$ cat config.mk
export PLATFORM = sky130hd
export DESIGN_NAME = pc_ctrl_flat
export DESIGN_NICKNAME = d
export VERILOG_FILES = /design/src/rtl/pc_ctrl_if.sv /design/src/rtl/pc_ctrl.sv /design/src/flat_wrapper.sv
export SDC_FILE = /design/constraint.sdc
export NUM_CORES = 1
export LEC_CHECK = 0
export ABC_AREA = 1
export CAP_MARGIN = 20
export CORE_ASPECT_RATIO = 0.5
export CORE_MARGIN = 4
export CORE_UTILIZATION = 47
export CTS_BUF_LIST = sky130_fd_sc_hd__clkbuf_8
export DETAILED_ROUTE_END_ITERATION = 6
export GPL_ROUTABILITY_DRIVEN = 0
export GPL_TIMING_DRIVEN = 1
export PLACE_DENSITY_LB_ADDON = 0.2
export SKIP_LAST_GASP = 1
export SYNTH_ARGS = -nofsm -noshare
export SYNTH_HDL_FRONTEND = slang
export SYNTH_SLANG_ARGS = --single-unit
$ cat constraint.sdc
create_clock -name clk -period 2.6 [get_ports clk]
set_input_delay 0.52 -clock clk [delete_from_list [all_inputs] [get_ports clk]]
set_output_delay 0.52 -clock clk [all_outputs]
set_load 0.01 [all_outputs]
$ cat src/rtl/pc_ctrl_if.sv
// pc_ctrl bus: execute redirect/stall requests, imem readiness,
// fetch address, pipeline strobes and status counters.
interface pc_ctrl_if;
  logic        jump_en2ctrl;
  logic [31:0] jump_addr2ctrl;
  logic        hold2ctrl;
  logic        imem_ready;
  logic [31:0] ins_addr;
  logic        flush_if_id;
  logic        flush_id_ex;
  logic        hold_if_id;
  logic        misalign_err;
  logic [31:0] cycle_cnt;
  logic [15:0] bubble_cnt;

  modport master (
    output jump_en2ctrl,
    output jump_addr2ctrl,
    output hold2ctrl,
    output imem_ready,
    input  ins_addr,
    input  flush_if_id,
    input  flush_id_ex,
    input  hold_if_id,
    input  misalign_err,
    input  cycle_cnt,
    input  bubble_cnt
  );

  modport slave (
    input  jump_en2ctrl,
    input  jump_addr2ctrl,
    input  hold2ctrl,
    input  imem_ready,
    output ins_addr,
    output flush_if_id,
    output flush_id_ex,
    output hold_if_id,
    output misalign_err,
    output cycle_cnt,
    output bubble_cnt
  );
endinterface

$ cat src/rtl/pc_ctrl.sv
// Program counter and pipeline flush/hold control.
// Closes the execute->fetch redirect loop; keeps error/perf counters.
module pc_ctrl #(
  parameter logic [31:0] RESET_PC = 32'h0000_0000
) (
  input  logic      clk,
  input  logic      rst,
  pc_ctrl_if.slave  bus
);

  typedef enum logic [1:0] {
    BOOT,
    RUN,
    STALL
  } state_t;

  state_t      state;
  state_t      state_nxt;
  logic [31:0] pc;
  logic [31:0] pc_nxt;
  logic        misalign;
  logic        misalign_set;
  logic        flush_if_id;
  logic        flush_id_ex;
  logic        hold_if_id;
  logic [31:0] cycle_cnt;
  logic [15:0] bubble_cnt;
  logic        stall_req;

  assign stall_req = bus.hold2ctrl | ~bus.imem_ready;

  always_comb begin
    state_nxt    = state;
    pc_nxt       = pc;
    flush_if_id  = 1'b0;
    flush_id_ex  = 1'b0;
    hold_if_id   = 1'b0;
    misalign_set = 1'b0;
    if (state == BOOT) begin
      flush_if_id = 1'b1;
      flush_id_ex = 1'b1;
      state_nxt   = RUN;
    end else if (bus.jump_en2ctrl) begin
      // jump outranks any stall request
      pc_nxt       = {bus.jump_addr2ctrl[31:1], 1'b0};
      flush_if_id  = 1'b1;
      flush_id_ex  = 1'b1;
      misalign_set = bus.jump_addr2ctrl[1];
      state_nxt    = RUN;
    end else if (stall_req) begin
      hold_if_id  = 1'b1;
      flush_id_ex = 1'b1;
      state_nxt   = STALL;
    end else begin
      pc_nxt    = pc + 32'd4;
      state_nxt = RUN;
    end
  end

  always_ff @(posedge clk or posedge rst) begin
    if (rst) begin
      state      <= BOOT;
      pc         <= RESET_PC;
      misalign   <= 1'b0;
      cycle_cnt  <= 32'd0;
      bubble_cnt <= 16'd0;
    end else begin
      state     <= state_nxt;
      pc        <= pc_nxt;
      misalign  <= misalign | misalign_set;
      cycle_cnt <= cycle_cnt + 32'd1;
      if (flush_id_ex && bubble_cnt != 16'hFFFF)
        bubble_cnt <= bubble_cnt + 16'd1;
    end
  end

  assign bus.ins_addr     = pc;
  assign bus.flush_if_id  = flush_if_id;
  assign bus.flush_id_ex  = flush_id_ex;
  assign bus.hold_if_id   = hold_if_id;
  assign bus.misalign_err = misalign;
  assign bus.cycle_cnt    = cycle_cnt;
  assign bus.bubble_cnt   = bubble_cnt;

endmodule

$ cat src/flat_wrapper.sv
// flat-port wrapper written by rule: the top's interface ports become plain ports
module pc_ctrl_flat 
#(
  parameter logic [31:0] RESET_PC = 32'h0000_0000
)
  (clk, rst, bus_jump_en2ctrl, bus_jump_addr2ctrl, bus_hold2ctrl, bus_imem_ready, bus_ins_addr, bus_flush_if_id, bus_flush_id_ex, bus_hold_if_id, bus_misalign_err, bus_cycle_cnt, bus_bubble_cnt);
  pc_ctrl_if bus_i ();
  input  logic clk;
  input  logic rst;
  input wire logic [$bits(bus_i.jump_en2ctrl)-1:0] bus_jump_en2ctrl;
  input wire logic [$bits(bus_i.jump_addr2ctrl)-1:0] bus_jump_addr2ctrl;
  input wire logic [$bits(bus_i.hold2ctrl)-1:0] bus_hold2ctrl;
  input wire logic [$bits(bus_i.imem_ready)-1:0] bus_imem_ready;
  output wire logic [$bits(bus_i.ins_addr)-1:0] bus_ins_addr;
  output wire logic [$bits(bus_i.flush_if_id)-1:0] bus_flush_if_id;
  output wire logic [$bits(bus_i.flush_id_ex)-1:0] bus_flush_id_ex;
  output wire logic [$bits(bus_i.hold_if_id)-1:0] bus_hold_if_id;
  output wire logic [$bits(bus_i.misalign_err)-1:0] bus_misalign_err;
  output wire logic [$bits(bus_i.cycle_cnt)-1:0] bus_cycle_cnt;
  output wire logic [$bits(bus_i.bubble_cnt)-1:0] bus_bubble_cnt;
  assign bus_i.jump_en2ctrl = bus_jump_en2ctrl;
  assign bus_i.jump_addr2ctrl = bus_jump_addr2ctrl;
  assign bus_i.hold2ctrl = bus_hold2ctrl;
  assign bus_i.imem_ready = bus_imem_ready;
  assign bus_ins_addr = bus_i.ins_addr;
  assign bus_flush_if_id = bus_i.flush_if_id;
  assign bus_flush_id_ex = bus_i.flush_id_ex;
  assign bus_hold_if_id = bus_i.hold_if_id;
  assign bus_misalign_err = bus_i.misalign_err;
  assign bus_cycle_cnt = bus_i.cycle_cnt;
  assign bus_bubble_cnt = bus_i.bubble_cnt;
  pc_ctrl #(.RESET_PC(RESET_PC)) u_core (.clk(clk), .rst(rst), .bus(bus_i));
endmodule
# ---- Word-level counts from Yosys, hierarchy flattened
# Index checks and enable logic that the tools add are counted.
dict set report word_totals {
  elab_cells 31
  reg_bits 83
  ram_bits 0
  romBits 0
  latchBits 0
  mem_count 0
  output_inout_bits 84
}
dict set report classes {
  eq_ne 2
  n_mux 14
  n_shift 0
  magnitude_cmp 0
  div 0
  mul 0
  n_addsub 3
  n_reduce_logical 3
  bitwise 4
}
# operator n
set op_table {}
lappend op_table {{$mux 32} 2}
lappend op_table {{$add 32x1->32 const B} 1}
lappend op_table {{$add 32x3->32 const B} 1}
lappend op_table {{$add 16x1->16 const B} 1}
lappend op_table {{$ne 16x16->1 const B} 1}
lappend op_table {{$mux 1} 9}
lappend op_table {{$mux 2} 3}
lappend op_table {{$logic_not 2->1} 1}
lappend op_table {{$ne 2x2->1 const B} 1}
lappend op_table {{$not 1->1} 2}
lappend op_table {{$or 1x1->1} 2}
lappend op_table {{$reduce_and 2->1} 1}
lappend op_table {{$logic_and 1x1->1} 1}

# ---- Depth between registers and ports, before layout
dict set report logic_depth {
  depth_word 6
  ltp_mapped 11
  ltp_nobuf 11
}

# ---- Least setup slack after synthesis
# OpenSTA, ideal clock, no wires.
dict set report synth_timing {
  path_kind {in2out}
  start {in bus_jump_en2ctrl}
  end {out bus_flush_if_id}
  slack_ps 889
  t_required_ps 2080
  path_stages 4
  arrival_time_ps 1191
  path_cell_list {buf_2 -> inv_4 -> clkbuf_1 -> nand2_1}
}
dict set report synth_between {
  elab_chain_len 2
}
# element line
set synth_lines {}
lappend synth_lines {{from (decl)} flat_wrapper.sv:10} ;# input wire logic [$bits(bus_i.jump_en2ctrl)-1:0] bus_jump_en2ctrl;
lappend synth_lines {{$mux 1} pc_ctrl.sv:43} ;# end else if (bus.jump_en2ctrl) begin
lappend synth_lines {{$mux 1} pc_ctrl.sv:39} ;# if (state == BOOT) begin
lappend synth_lines {{to (decl)} flat_wrapper.sv:15} ;# output wire logic [$bits(bus_i.flush_if_id)-1:0] bus_flush_if_id;
# No other way between the ends.

# ---- Worst setup path after layout
dict set report layout_timing {
  start {in bus_jump_en2ctrl}
  end {out bus_hold_if_id}
}
dict set report layout_between {
  elab_chain_len 2
}
# element line
set layout_lines {}
lappend layout_lines {{$mux 1} pc_ctrl.sv:43}
lappend layout_lines {{$mux 1} pc_ctrl.sv:39}
lappend layout_lines {{to (decl)} flat_wrapper.sv:17} ;# output wire logic [$bits(bus_i.hold_if_id)-1:0] bus_hold_if_id;
# No other way between the ends.

==> metrics.txt <==
# TYPE chip_impl_metric gauge
chip_impl_metric{name="highest_attainable_clock_frequency",unit="MHz"} 399.4
chip_impl_info{name="worstHoldPathType",value="flip-flop to flip-flop"} 1
chip_impl_metric{name="post-dp-hpwl",unit="um"} 10490
chip_impl_metric{name="cts.repair_timing.setup_buffer_count",unit=""} 0
chip_impl_metric{name="clock_sink_count",unit=""} 82
chip_impl_metric{name="crit_required",unit="ns"} 2.08
chip_impl_metric{name="preCtsSetupSlack",unit="ns"} 0.07832
chip_impl_metric{name="post_layout_worst_setup_margin",unit="ns"} 0.09611
chip_impl_metric{name="placeable_core_region",unit="um2"} 10310
chip_impl_metric{name="crit_buf_inv",unit=""} 3
chip_impl_metric{name="timing.setup.tns",unit="ns"} 0
chip_impl_metric{name="worstSkewPairLatency",unit="ns"} 0.36
chip_impl_metric{name="worst_hold_slack",unit="ns"} 0.4665
chip_impl_metric{name="power",unit="mW"} 3.743
chip_impl_metric{name="power_density",unit="nW/um2"} 567.8
chip_impl_metric{name="worstPathArrival",unit="ns"} 1.98
chip_impl_metric{name="placed_cells_incl_taps",unit=""} 976
chip_impl_metric{name="synth.lib_cells_used.distinct",unit=""} 36
chip_impl_metric{name="grt_overflow",unit=""} 0
chip_impl_info{name="crit_slowest_cell",value="sky130_fd_sc_hd__clkdlybuf4s50_1"} 1
chip_impl_info{name="tritoncts",value="yes"} 1
chip_impl_metric{name="drt-vias-per-instance",unit=""} 5.040
chip_impl_metric{name="post_synth.cell_area_avg",unit="um2"} 6.963
chip_impl_info{name="setup.worst_path.end_class",value="output port"} 1
chip_impl_metric{name="layout.cells.non_filler",unit=""} 992
chip_impl_metric{name="vdd.ir_drop.worst",unit="mV"} 0.3811
chip_impl_metric{name="drv_slew",unit=""} 0
chip_impl_metric{name="grt_antenna_before_repair",unit=""} 0
chip_impl_info{name="unrepaired_setup_endpoints_after_global_routing",value="false"} 1
chip_impl_info{name="path_class",value="input port to output port"} 1
chip_impl_metric{name="worst_path_largest_cell_delay",unit="ns"} 0.57
chip_impl_metric{name="initial_core_utilization",unit=""} 0.4875
chip_impl_metric{name="pin_count_of_the_biggest_net_entering_global_routing",unit=""} 49
chip_impl_metric{name="placed_area",unit="um2"} 6390
chip_impl_metric{name="ctsLongestPathBuffers",unit=""} 2
chip_impl_metric{name="drv.max_cap_violation_count",unit=""} 0
chip_impl_metric{name="cts.hold.buffers_added",unit=""} 0
chip_impl_metric{name="remaining_drc_errors",unit=""} 0
chip_impl_metric{name="drtAntennaViolNets",unit=""} 0
chip_impl_metric{name="detail_route.first_pass.iterations",unit=""} 5
chip_impl_metric{name="synthesis.nets",unit=""} 762
chip_impl_metric{name="avgRoutedWirePerCell",unit="um"} 13.85
chip_impl_info{name="startpoint_type_of_the_worst_setup_path",value="input port"} 1
chip_impl_info{name="crit_family",value="buffers and inverters"} 1
chip_impl_metric{name="timing.reg2reg.worst_path_depth",unit=""} 9
chip_impl_metric{name="final_design_area_no_fill",unit="um2"} 6593
chip_impl_metric{name="flop_and_latch_count_out_of_synthesis",unit=""} 82
chip_impl_metric{name="io_pins",unit=""} 121
chip_impl_metric{name="first_global_vias",unit=""} 4856
chip_impl_metric{name="io_buffer_count",unit=""} 118
chip_impl_info{name="status",value="completed"} 1
chip_impl_metric{name="cp_num_cells",unit=""} 5
chip_impl_metric{name="clk_pin_slew_worst_paths",unit="ns"} 0.08
chip_impl_metric{name="rows",unit=""} 26
chip_impl_info{name="timing.critical_path.mode_cell",value="sky130_fd_sc_hd__clkdlybuf4s50_1"} 1
chip_impl_metric{name="share_of_cells_above_drive_strength_1",unit=""} 0.05634
chip_impl_metric{name="netlist_area",unit="um2"} 5027
chip_impl_info{name="cp_cell_sequence",value="clkdlybuf4s50_1 -> inv_4 -> o21ai_2 -> nor2_1 -> clkdlybuf4s50_1"} 1
chip_impl_metric{name="postSynth.asyncResetShare",unit=""} 1.000
chip_impl_metric{name="grt_pass1_wl",unit="um"} 23220
chip_impl_info{name="cts.root.buffer_cell",value="sky130_fd_sc_hd__clkbuf_8"} 1
chip_impl_metric{name="vias",unit=""} 5000
chip_impl_metric{name="finalWirelength",unit="um"} 13740
chip_impl_metric{name="post_cts_resized",unit=""} 0
chip_impl_metric{name="num-nets-final",unit=""} 887
chip_impl_metric{name="hold_viol_final",unit=""} 0
chip_impl_metric{name="share_of_the_yosys_chip_area_belonging_to_registers",unit=""} 0.4082
chip_impl_metric{name="synth.yosys.warnings",unit=""} 0
chip_impl_metric{name="synth_edf_count",unit=""} 0
chip_impl_metric{name="grtUsageTotal",unit=""} 0.2279
chip_impl_metric{name="finalSetupViolCount",unit=""} 0
chip_impl_metric{name="min_period_over_period",unit=""} 0.9630
chip_impl_metric{name="layout_min_cycle_time",unit="ns"} 2.504
chip_impl_metric{name="die_area",unit="um2"} 12520
chip_impl_metric{name="syn_inst",unit=""} 722
chip_impl_metric{name="antenna-diode-count",unit=""} 0
chip_impl_metric{name="cts_buffers",unit=""} 9
chip_impl_metric{name="synthToLayoutAreaGrowth",unit="%"} 31.13
chip_impl_metric{name="h-tree-depth",unit=""} 3
chip_impl_metric{name="path_max_fanout",unit=""} 12
chip_impl_info{name="synthFlopType",value="sky130_fd_sc_hd__dfrtp_1"} 1
chip_impl_metric{name="drt_first_iter_violations",unit=""} 353
chip_impl_metric{name="timing.hold.worst_path_depth",unit=""} 1
chip_impl_metric{name="worst_clock_skew",unit="ns"} 0.007749
chip_impl_metric{name="finalCoreUtilization",unit=""} 0.6393
chip_impl_metric{name="total_leakage_power",unit="nW"} 3.016
chip_impl_metric{name="die_h",unit="um"} 81.13
chip_impl_metric{name="die_width",unit="um"} 154.3
path summary, 6_finish.rpt:
kind                                                from                       end  slack (ns)
worst max-delay path                    bus_jump_en2ctrl            bus_hold_if_id         0.1
worst min-delay path            u_core.bus.cycle_cnt[31]  u_core.bus.cycle_cnt[31]        0.47
worst max register to register           u_core.state[1]  u_core.bus.bubble_cnt[2]        0.86
worst min register to register  u_core.bus.cycle_cnt[31]  u_core.bus.cycle_cnt[31]        0.47
max in group asynchronous                            rst  u_core.bus.cycle_cnt[25]        1.52
min in group asynchronous                            rst           u_core.state[1]        0.52
registers in the layout, indices dropped and copies added (netlist names):
register / flops
u_core.bus.ins_addr: 31
u_core.bus.cycle_cnt: 32
u_core.bus.bubble_cnt: 16
u_core.state: 2
u_core.bus.misalign_err: 1
cells in the mapped netlist (all sizes together) (2+ instances only):
cell type / instances / area, um2
xnor2: 12 / 105.1
o211ai: 4 / 30.03
nand4: 10 / 62.56
dfrtp: 82 / 2052
buf: 10 / 70.06
a21oi: 12 / 60.06
nor2: 90 / 375.4
inv: 81 / 306.5
xor2: 28 / 245.2
ha: 3 / 37.54
nand2: 271 / 1035
nand3b: 6 / 45.04
clkbuf: 4 / 15.01
o21ai: 31 / 158.9
and2: 2 / 12.51
nor3: 18 / 95.09
nand3: 52 / 282.8
layer usage:
layer	track usage	up-vias	wire length [um]
met3	0.05109	24	720
li1	-	2511	-
met2	0.3835	134	6434
met5	0	-	0
met1	0.3015	2331	6351
met4	0.06167	0	233
logic make-up after synthesis:
| kind of cell | Yosys count | share of synthesized area |
|---|---|---|
| buffers and inverters | 95 | 0.07790 |
| and+or+nand+nor | 449 | 0.3795 |
| AOI/OAI and AO/OA | 52 | 0.05650 |
| other | 1 | 0.0007459 |
| xor gates and xnor gates | 40 | 0.06969 |
| adders and majority gates | 3 | 0.007467 |
| DFF | 82 | 0.4082 |
cell usage in the layout, fill, tap and decap left out, types with 10 or more instances in the layout:
master,instances
sky130_fd_sc_hd__nand2_1,266
sky130_fd_sc_hd__nand3_1,49
sky130_fd_sc_hd__o21ai_0,21
sky130_fd_sc_hd__inv_1,78
sky130_fd_sc_hd__dfrtp_1,82
sky130_fd_sc_hd__a21oi_1,12
sky130_fd_sc_hd__nand4_1,10
sky130_fd_sc_hd__clkdlybuf4s50_1,118
sky130_fd_sc_hd__xor2_1,28
sky130_fd_sc_hd__clkbuf_8,10
sky130_fd_sc_hd__xnor2_1,12
sky130_fd_sc_hd__nor2_1,81
sky130_fd_sc_hd__nor3_1,17
power breakdown:
group / switching (mW) / internal, mW / leakage, nW
Combinational: 0.572 / 0.541 / 1.87
Clock: 0.489 / 0.470 / 0.0963
Sequential: 0.235 / 1.44 / 1.05
area by class of cell:
type                            instances  area [um2]
Clock buffer                           10       137.6
Clock inverter                          6       65.06
Fill cell                             931        3720
Inverter                               81       310.3
Multi-Input combinational cell        545        2584
Sequential cell                        82        2052
Tap cell                              140       175.2
Timing Repair Buffer                  128        1269
No activity file was read; power rests on OpenSTA's default activity.
